$ cat src/rtl/cla_serial_pkg.sv
// Shared constants and state encoding for the nibble-serial CLA adder.
package cla_serial_pkg;

    localparam int NIB_W = 4;

    typedef enum logic [1:0] {
        IDLE,
        RUN,
        DONE
    } state_t;

endpackage

$ cat src/rtl/cla_serial_adder_add4.sv
// Existing 4-bit carry-lookahead adder slice; all carries computed in parallel
// from per-bit generate/propagate terms.
module Add4_head
    import cla_serial_pkg::*;
(
    input  logic [NIB_W-1:0] A,
    input  logic [NIB_W-1:0] B,
    input  logic             C_in,
    output logic [NIB_W-1:0] F,
    output logic             C_out,
    output logic             Gm,
    output logic             Pm
);

    logic [NIB_W-1:0] g;
    logic [NIB_W-1:0] p;
    logic [NIB_W-1:0] c;

    assign g = A & B;
    assign p = A ^ B;

    assign c[0] = C_in;
    assign c[1] = g[0] | (p[0] & C_in);
    assign c[2] = g[1] | (p[1] & g[0]) | (p[1] & p[0] & C_in);
    assign c[3] = g[2] | (p[2] & g[1]) | (p[2] & p[1] & g[0])
                | (p[2] & p[1] & p[0] & C_in);

    // Group terms let a higher-level lookahead unit skip over this slice.
    assign Gm = g[3] | (p[3] & g[2]) | (p[3] & p[2] & g[1])
              | (p[3] & p[2] & p[1] & g[0]);
    assign Pm = &p;

    assign C_out = Gm | (Pm & C_in);
    assign F     = p ^ c;

endmodule

$ cat src/rtl/cla_serial_adder.sv
// WIDTH-bit adder that reuses one 4-bit CLA slice over WIDTH/4 cycles,
// carrying between nibbles through a register.
module cla_serial_adder
    import cla_serial_pkg::*;
#(
    parameter int WIDTH = 16
) (
    input  logic             clk,
    input  logic             rst_n,
    input  logic             in_valid,
    output logic             in_ready,
    input  logic [WIDTH-1:0] a,
    input  logic [WIDTH-1:0] b,
    input  logic             c_in,
    output logic             out_valid,
    input  logic             out_ready,
    output logic [WIDTH-1:0] sum,
    output logic             c_out,
    output logic             ovf,
    output logic             busy
);

    localparam int NIB   = WIDTH / NIB_W;
    localparam int IDX_W = (NIB > 1) ? $clog2(NIB) : 1;
    localparam logic [IDX_W-1:0] LAST_IDX = IDX_W'(NIB - 1);

    state_t           state;
    logic [IDX_W-1:0] idx;
    logic             carry;
    logic [WIDTH-1:0] a_r;
    logic [WIDTH-1:0] b_r;
    logic [NIB_W-1:0] a_nib;
    logic [NIB_W-1:0] b_nib;
    logic [NIB_W-1:0] f_nib;
    logic             c_nib;

    assign a_nib = a_r[NIB_W*idx +: NIB_W];
    assign b_nib = b_r[NIB_W*idx +: NIB_W];

    Add4_head u_add4 (
        .A     (a_nib),
        .B     (b_nib),
        .C_in  (carry),
        .F     (f_nib),
        .C_out (c_nib),
        .Gm    (),
        .Pm    ()
    );

    assign in_ready  = (state == IDLE);
    assign out_valid = (state == DONE);
    assign busy      = (state != IDLE);

    always_ff @(posedge clk or negedge rst_n) begin
        if (!rst_n) begin
            state <= IDLE;
            idx   <= '0;
            carry <= 1'b0;
            a_r   <= '0;
            b_r   <= '0;
            sum   <= '0;
            c_out <= 1'b0;
            ovf   <= 1'b0;
        end else begin
            case (state)
                IDLE: begin
                    if (in_valid) begin
                        a_r   <= a;
                        b_r   <= b;
                        carry <= c_in;
                        idx   <= '0;
                        state <= RUN;
                    end
                end
                RUN: begin
                    sum[NIB_W*idx +: NIB_W] <= f_nib;
                    carry <= c_nib;
                    if (idx == LAST_IDX) begin
                        c_out <= c_nib;
                        // Carry into the MSB is recovered from the MSB sum bit.
                        ovf   <= a_nib[NIB_W-1] ^ b_nib[NIB_W-1] ^ f_nib[NIB_W-1] ^ c_nib;
                        idx   <= '0;
                        state <= DONE;
                    end else begin
                        idx <= idx + 1'b1;
                    end
                end
                DONE: begin
                    if (out_ready) begin
                        state <= IDLE;
                    end
                end
                default: state <= IDLE;
            endcase
        end
    end

endmodule

$ cat config.mk
export PLATFORM = sky130hd
export DESIGN_NAME = cla_serial_adder
export DESIGN_NICKNAME = d
export VERILOG_FILES = /design/src/rtl/cla_serial_pkg.sv /design/src/rtl/cla_serial_adder_add4.sv /design/src/rtl/cla_serial_adder.sv
export SDC_FILE = /design/constraint.sdc
export NUM_CORES = 1
export LEC_CHECK = 0
export CORE_MARGIN = 2
export CORE_UTILIZATION = 51
export DETAILED_ROUTE_END_ITERATION = 10
export HOLD_SLACK_MARGIN = 0.12
export PLACE_DENSITY = 0.85
export SYNTH_ARGS = -nofsm -noshare
export SYNTH_HDL_FRONTEND = slang
export SYNTH_SLANG_ARGS = --single-unit
$ cat constraint.sdc
create_clock -name clk -period 3.2 [get_ports clk]
set_clock_uncertainty 0.15 [all_clocks]
set_input_delay 0.48 -clock clk [delete_from_list [all_inputs] [get_ports clk]]
set_output_delay 0.48 -clock clk [all_outputs]
set_load 0.01 [all_outputs]
* Word level (Yosys, flattened, before mapping) *
Cells that the tools add are included.

cells by class
  reductions and logical operators = 8
  add/subtract/negate cells = 2
  multiplexer cells = 10
  bitwise gates (word level) = 31
  equal/unequal tests = 6
  shift operators = 4

operator list
  cell                                                                      number
  4-bit negation with 34-bit output                                         1
  4-bit by 34-bit variable shift with 16-bit output (first input constant)  1
  4-bit by 34-bit variable part select with 16-bit output                   1
  16-bit by 5-bit variable part select with 4-bit output                    2
  16-bit bitwise mux                                                        1
  1-bit bitwise AND                                                         15
  2-bit two-way mux                                                         5
  1-bit OR                                                                  10
  4-bit XOR                                                                 2
  2-bit case mux with 3 select lines                                        1
  2-bit AND reduction                                                       3
  4-bit bitwise AND                                                         1
  2-bit == test (second input constant)                                     2
  2-bit != test (second input constant)                                     2
  2-bit case mux with 2 select lines                                        1
  4-bit AND reduction                                                       1
  2-bit nonzero test                                                        2
  3-bit AND reduction                                                       1
  1-bit XOR                                                                 3
  2-bit by 1-bit adder with 2-bit output (second input constant)            1
  2-bit by 1-bit == test with 1-bit output (second input constant)          1
  2-bit logical NOT                                                         1
  2-bit by 1-bit != test with 1-bit output (second input constant)          1
  1-bit case mux with 2 select lines                                        1
  1-bit two-way mux                                                         1

word-level totals
  input port bits = 37
  output and inout bits = 21
  flip-flop bits (word level) = 55

* Logic depth before layout (Yosys ltp) *
  word-level depth = 9
  mapped depth = 8

* Hierarchy *
A second synthesis with hierarchy kept.

unflattened totals
  cell total of the unflattened synthesis = 195
  area, all modules = 2,671.3 µm²

by module, submodules not included
  module            area an instance (µm²)  sequential area each (µm²)  times used  cells each
  cla_serial_adder  2,488.6                 1,376.3                     1           173
  Add4_head         182.7                   0.0                         1           22

* Worst setup path after synthesis *
No wires, ideal clock.

  path kind = reg2reg
  from = reg idx[0]
  to = reg sum[15]
  slack = 603 ps
  arrival = 2,326 ps
  buffers on the path = 2
  cell stages (with the launch flop) = 9
  library setup time = 121 ps
  data required time = 2,929 ps
  cells stage by stage = dfrtp_1 -> buf_4 -> buf_2 -> mux4_2 -> ha_1 -> o21a_1 -> a21oi_4 -> xnor2_1 -> a22o_1

between the ends
  longest elaborated chain between the ends = 9
  elaborated cells between the ends (all ways) = 24

RTL lines
  item                                                                       line                                                      RTL
  start, declared                                                            cla_serial_adder.sv:28                                    logic [IDX_W-1:0] idx;
  start signal, assigned                                                     cla_serial_adder.sv:85                                    idx <= idx + 1'b1;
  16-bit by 5-bit variable part select with 4-bit output (on tied branches)  cla_serial_adder.sv:37, cla_serial_adder.sv:38
  4-bit XOR or 4-bit bitwise AND (tied branches)                             cla_serial_adder_add4.sv:20, cla_serial_adder_add4.sv:19
  1-bit bitwise AND (on tied branches)                                       cla_serial_adder_add4.sv:25, cla_serial_adder_add4.sv:26
  1-bit OR (tied with other cells)                                           cla_serial_adder_add4.sv:25                               assign c[3] = g[2] | (p[2] & g[1]) | (p[2] & p[1] & g[0])
  1-bit OR or 1-bit bitwise AND (tied branches)                              cla_serial_adder_add4.sv:25, cla_serial_adder_add4.sv:26
  1-bit OR                                                                   cla_serial_adder_add4.sv:26                               | (p[2] & p[1] & p[0] & C_in);
  4-bit XOR                                                                  cla_serial_adder_add4.sv:34                               assign F = p ^ c;
  4-bit by 34-bit variable part select with 16-bit output                    cla_serial_adder.sv:76                                    sum[NIB_W*idx +: NIB_W] <= f_nib;
  16-bit bitwise mux *                                                       cla_serial_adder.sv:76
  end signal, assigned by index                                              cla_serial_adder.sv:76
  end, declared                                                              cla_serial_adder.sv:17                                    output logic [WIDTH-1:0] sum,

Every way passes the cells marked *; elsewhere a longest branch is shown, timed or not.
A chain may end at the register's enable or synchronous reset.

* Worst setup path in the final report *
  from = reg idx[0]
  to = reg sum[2]

Same word-level chain as after synthesis.

==> results.py <==
metrics = {
    "cells_and_area": {
        "nets": 299,
        "multi_input_area_um2": 1251,
        "fillers": 376,
        "antenna-diode-count": 0,
        "fin_cells": 321,
        "drive_above_1_share_pct": 23.11,
        "fin_area_um2": 3413,
        "areaGrowthSynthToFinish_pct": 25.77,
        "seq_area_um2": 1376,
    },
    "synth": {
        "syn-num-nets": 239,
        "synth-edff-count": 0,
        "synth_fa_ha_area_share_pct": 5.809,
        "synth.distinct_cells": 40,
        "yosys_warnings": 0,
        "synth_compound_area_share_pct": 8.852,
        "syn_area_um2": 2714,
        "yosys.area_share.simple_pct": 6.408,
        "synth.avg_cell_area_um2": 14.28,
        "synth.area.top_cells": "dfrtp_1, mux2_4, mux4_2",
        "yosys_most_used_dff": "dfrtp_1",
        "synthXorXnorAreaFrac_pct": 0.9682,
        "synth_mux_area_share_pct": 24.02,
        "synth_top_family_by_area": "multiplexers",
        "yosys.area.top_type": "dfrtp_1",
        "synthesis.instances": 190,
        "yosys_register_bits": 55,
        "postSynth.asyncResetShare_pct": 100.0,
        "netlist.area_leader.share_pct": 50.71,
        "synth.yosys.seq_area_share_pct": 50.71,
    },
    "clocking": {
        "cts_max_path_buffers": 2,
        "cts_resized": 0,
        "clock_latency_ps": 300,
        "postCtsHoldBufs": 1,
        "tritoncts": "yes",
        "path_clk_slew_ps": 100,
        "post_cts_buffers": 0,
        "cts.sinks": 55,
        "cts_root_buf": "clkbuf_8",
        "numCtsBuffers": 5,
        "htreeDepth": 2,
    },
    "detailed_routing": {
        "routedWlPerCell_um": 16.01,
        "ant_nets": 0,
        "num_vias": 1704,
        "drt-total-wl_um": 5139,
        "drc": 0,
        "wl_met2_um": 2519,
        "top_layer": "met4",
        "dr.first_iter.drc_count": 118,
        "dr.pass1.iters": 6,
        "wl_met1_um": 2315,
        "wl_met3_um": 214,
        "routed_via_density": 5.308,
    },
    "power": {
        "powerDensity_nw_per_um2": 1103,
        "p_leak_uw": 0.001504,
        "peakVddDrop_mv": 0.5653,
    },
    "die": {
        "die_w_um": 76.95,
        "die-area_um2": 5921,
        "ioPinCount": 58,
        "coreArea_um2": 5107,
        "initial_core_util_pct": 53.14,
        "num_rows": 26,
        "die_y_um": 76.95,
    },
    "critical_path": {
        "cpPeakStageDelay_ps": 640,
        "criticalPathCategory": "reg -> reg",
        "crit_path_max_fanout": 10,
        "worstPathArrival_ps": 2880,
        "critPathTopFamily": "flip-flops",
        "cp-start-kind": "flip-flop",
        "worstSetupEndpointType": "flip-flop",
        "slowest_stage": "dfrtp_1",
        "cp.required_ps": 3220,
        "crit_buf_inv": 0,
        "cp_cell_sequence": "mux4_2, ha_1, a21o_1, a21oi_1, xor2_1, o21ai_0",
    },
    "sta": {
        "setup_viol": 0,
        "drv_slew": 0,
        "period_share_pct": 89.37,
        "worstMarginPinSlew_ps": 655.3,
        "period_minus_slack_ps": 2860,
        "slew_headroom_pct": 56.23,
        "finalSetupTns_ps": 0,
        "rsz0062_at_grt": "false",
        "timing.fmax_mhz": 349.7,
        "hold_viol_final": 0,
    },
    "run": {
        "maxCapViolations": 0,
    },
    "global_route": {
        "grt_pass1_vias": 1805,
        "track_usage_pct": 19.37,
        "overflow": 0,
        "antenna_found_initial": 0,
        "grt_pass1_wl_um": 8963,
        "grt_max_degree": 36,
    },
    "placement": {
        "port_buffers": 57,
        "dpl-instance-area_um2": 3322,
        "dpl.hpwl_um": 3965,
        "place_congestion": 0.8133,
        "dp_cells": 312,
    },
    "outcome": {
        "outcome": "finished clean",
    },
    "hold_path": {
        "hold_class": "reg -> reg",
    },
}
-- worst min-delay path, cell delays in order, from the launching register on --
cell     delay [ps]
dfrtp_1         350
nand2_1          50
o31ai_1          50
-- synth_stat cells (2+ instances only) --
cell type / instances
dfrtp_1: 55
mux2_4: 27
nand2_1: 18
ha_1: 11
a22o_1: 8
mux4_2: 8
o31ai_1: 6
inv_1: 5
mux2_2: 5
o21ai_0: 5
buf_6: 4
nor2_1: 4
buf_4: 2
nand2b_1: 2
nor3_1: 2
o21ai_2: 2
o21bai_1: 2
xnor2_1: 2
-- layout make-up --
type | count | share of cell area (%)
multi-input combinational | 122 | 36.66
inverter | 5 | 0.5499
tap | 70 | 2.566
clock buffer | 7 | 2.236
timing repair buffer | 61 | 17.52
clock inverter | 1 | 0.1466
sequential | 55 | 40.32
-- final timing paths --
path	start	end	slack (ps)	cells after the start
min in group asynchronous	rst_n	sum[7]	500	2
hold reg to reg	sum[5]	sum[5]	330	2
max in group asynchronous	rst_n	b_r[12]	1600	3
setup / recovery	idx[0]	sum[2]	340	6
setup reg to reg	idx[0]	sum[2]	340	6
hold / removal	sum[5]	sum[5]	330	2
-- state kept, by name, summed over array words and instances (netlist names) --
| register | cells |
|---|---|
| idx | 2 |
| state | 2 |
| sum | 16 |
| carry | 1 |
| ovf | 1 |
| c_out | 1 |
| b_r | 16 |
| a_r | 16 |
-- report_power, final --
group          total, µW  switching [µW]  internal, µW
Sequential          1240             239          1000
Combinational       2160            1040          1120
Clock                366             212           154
-- kinds of logic (layout without fill, tap and decap cells) --
group | after synthesis | after routing
adder cells (fa/ha/maj) | 12 | 12
flip-flops | 55 | 55
multiplexers | 41 | 41
AO/OA/AOI/OAI | 31 | 31
AND/OR/NAND/NOR | 35 | 35
XOR/XNOR | 3 | 3
buffers and inverters | 13 | 74
-- cell usage in the layout, fill, tap and decap left out, drive strengths merged, types with 2 or more instances in the layout --
cell            n
nand2b          2
mux2           32
buf             4
nand2          19
dfrtp          55
clkbuf          7
ha             11
mux4            8
a21oi           2
xnor2           2
or3             2
nor3            2
a22o            8
o21bai          2
clkdlybuf4s50  56
o31ai           6
o21ai           8
inv             5
nor2            5
-- metal layers --
layer  up-vias  GRT usage [%]
met5         -              0
met4         0          5.818
met3         7          4.000
met2        57          31.75
met1       835          26.10
li1        805              -
-- through the flow --
step / hold WS, ps / utilization (%) / setup slack (ps) / total power [µW]
4_1_cts: 337.9 / 66.83 / 312.6 / 3797
5_1_grt: 371.3 / 66.83 / 157.0 / 4021
2_1_floorplan: 34.41 / - / 602.6 / 2806
3_3_place_gp: 304.0 / 65.04 / 484.3 / 3314
3_5_place_dp: 301.8 / 65.04 / 341.4 / 3430
6_report: 332.9 / 66.83 / 340.1 / 3763
No activity file was read; power rests on OpenSTA's default activity.
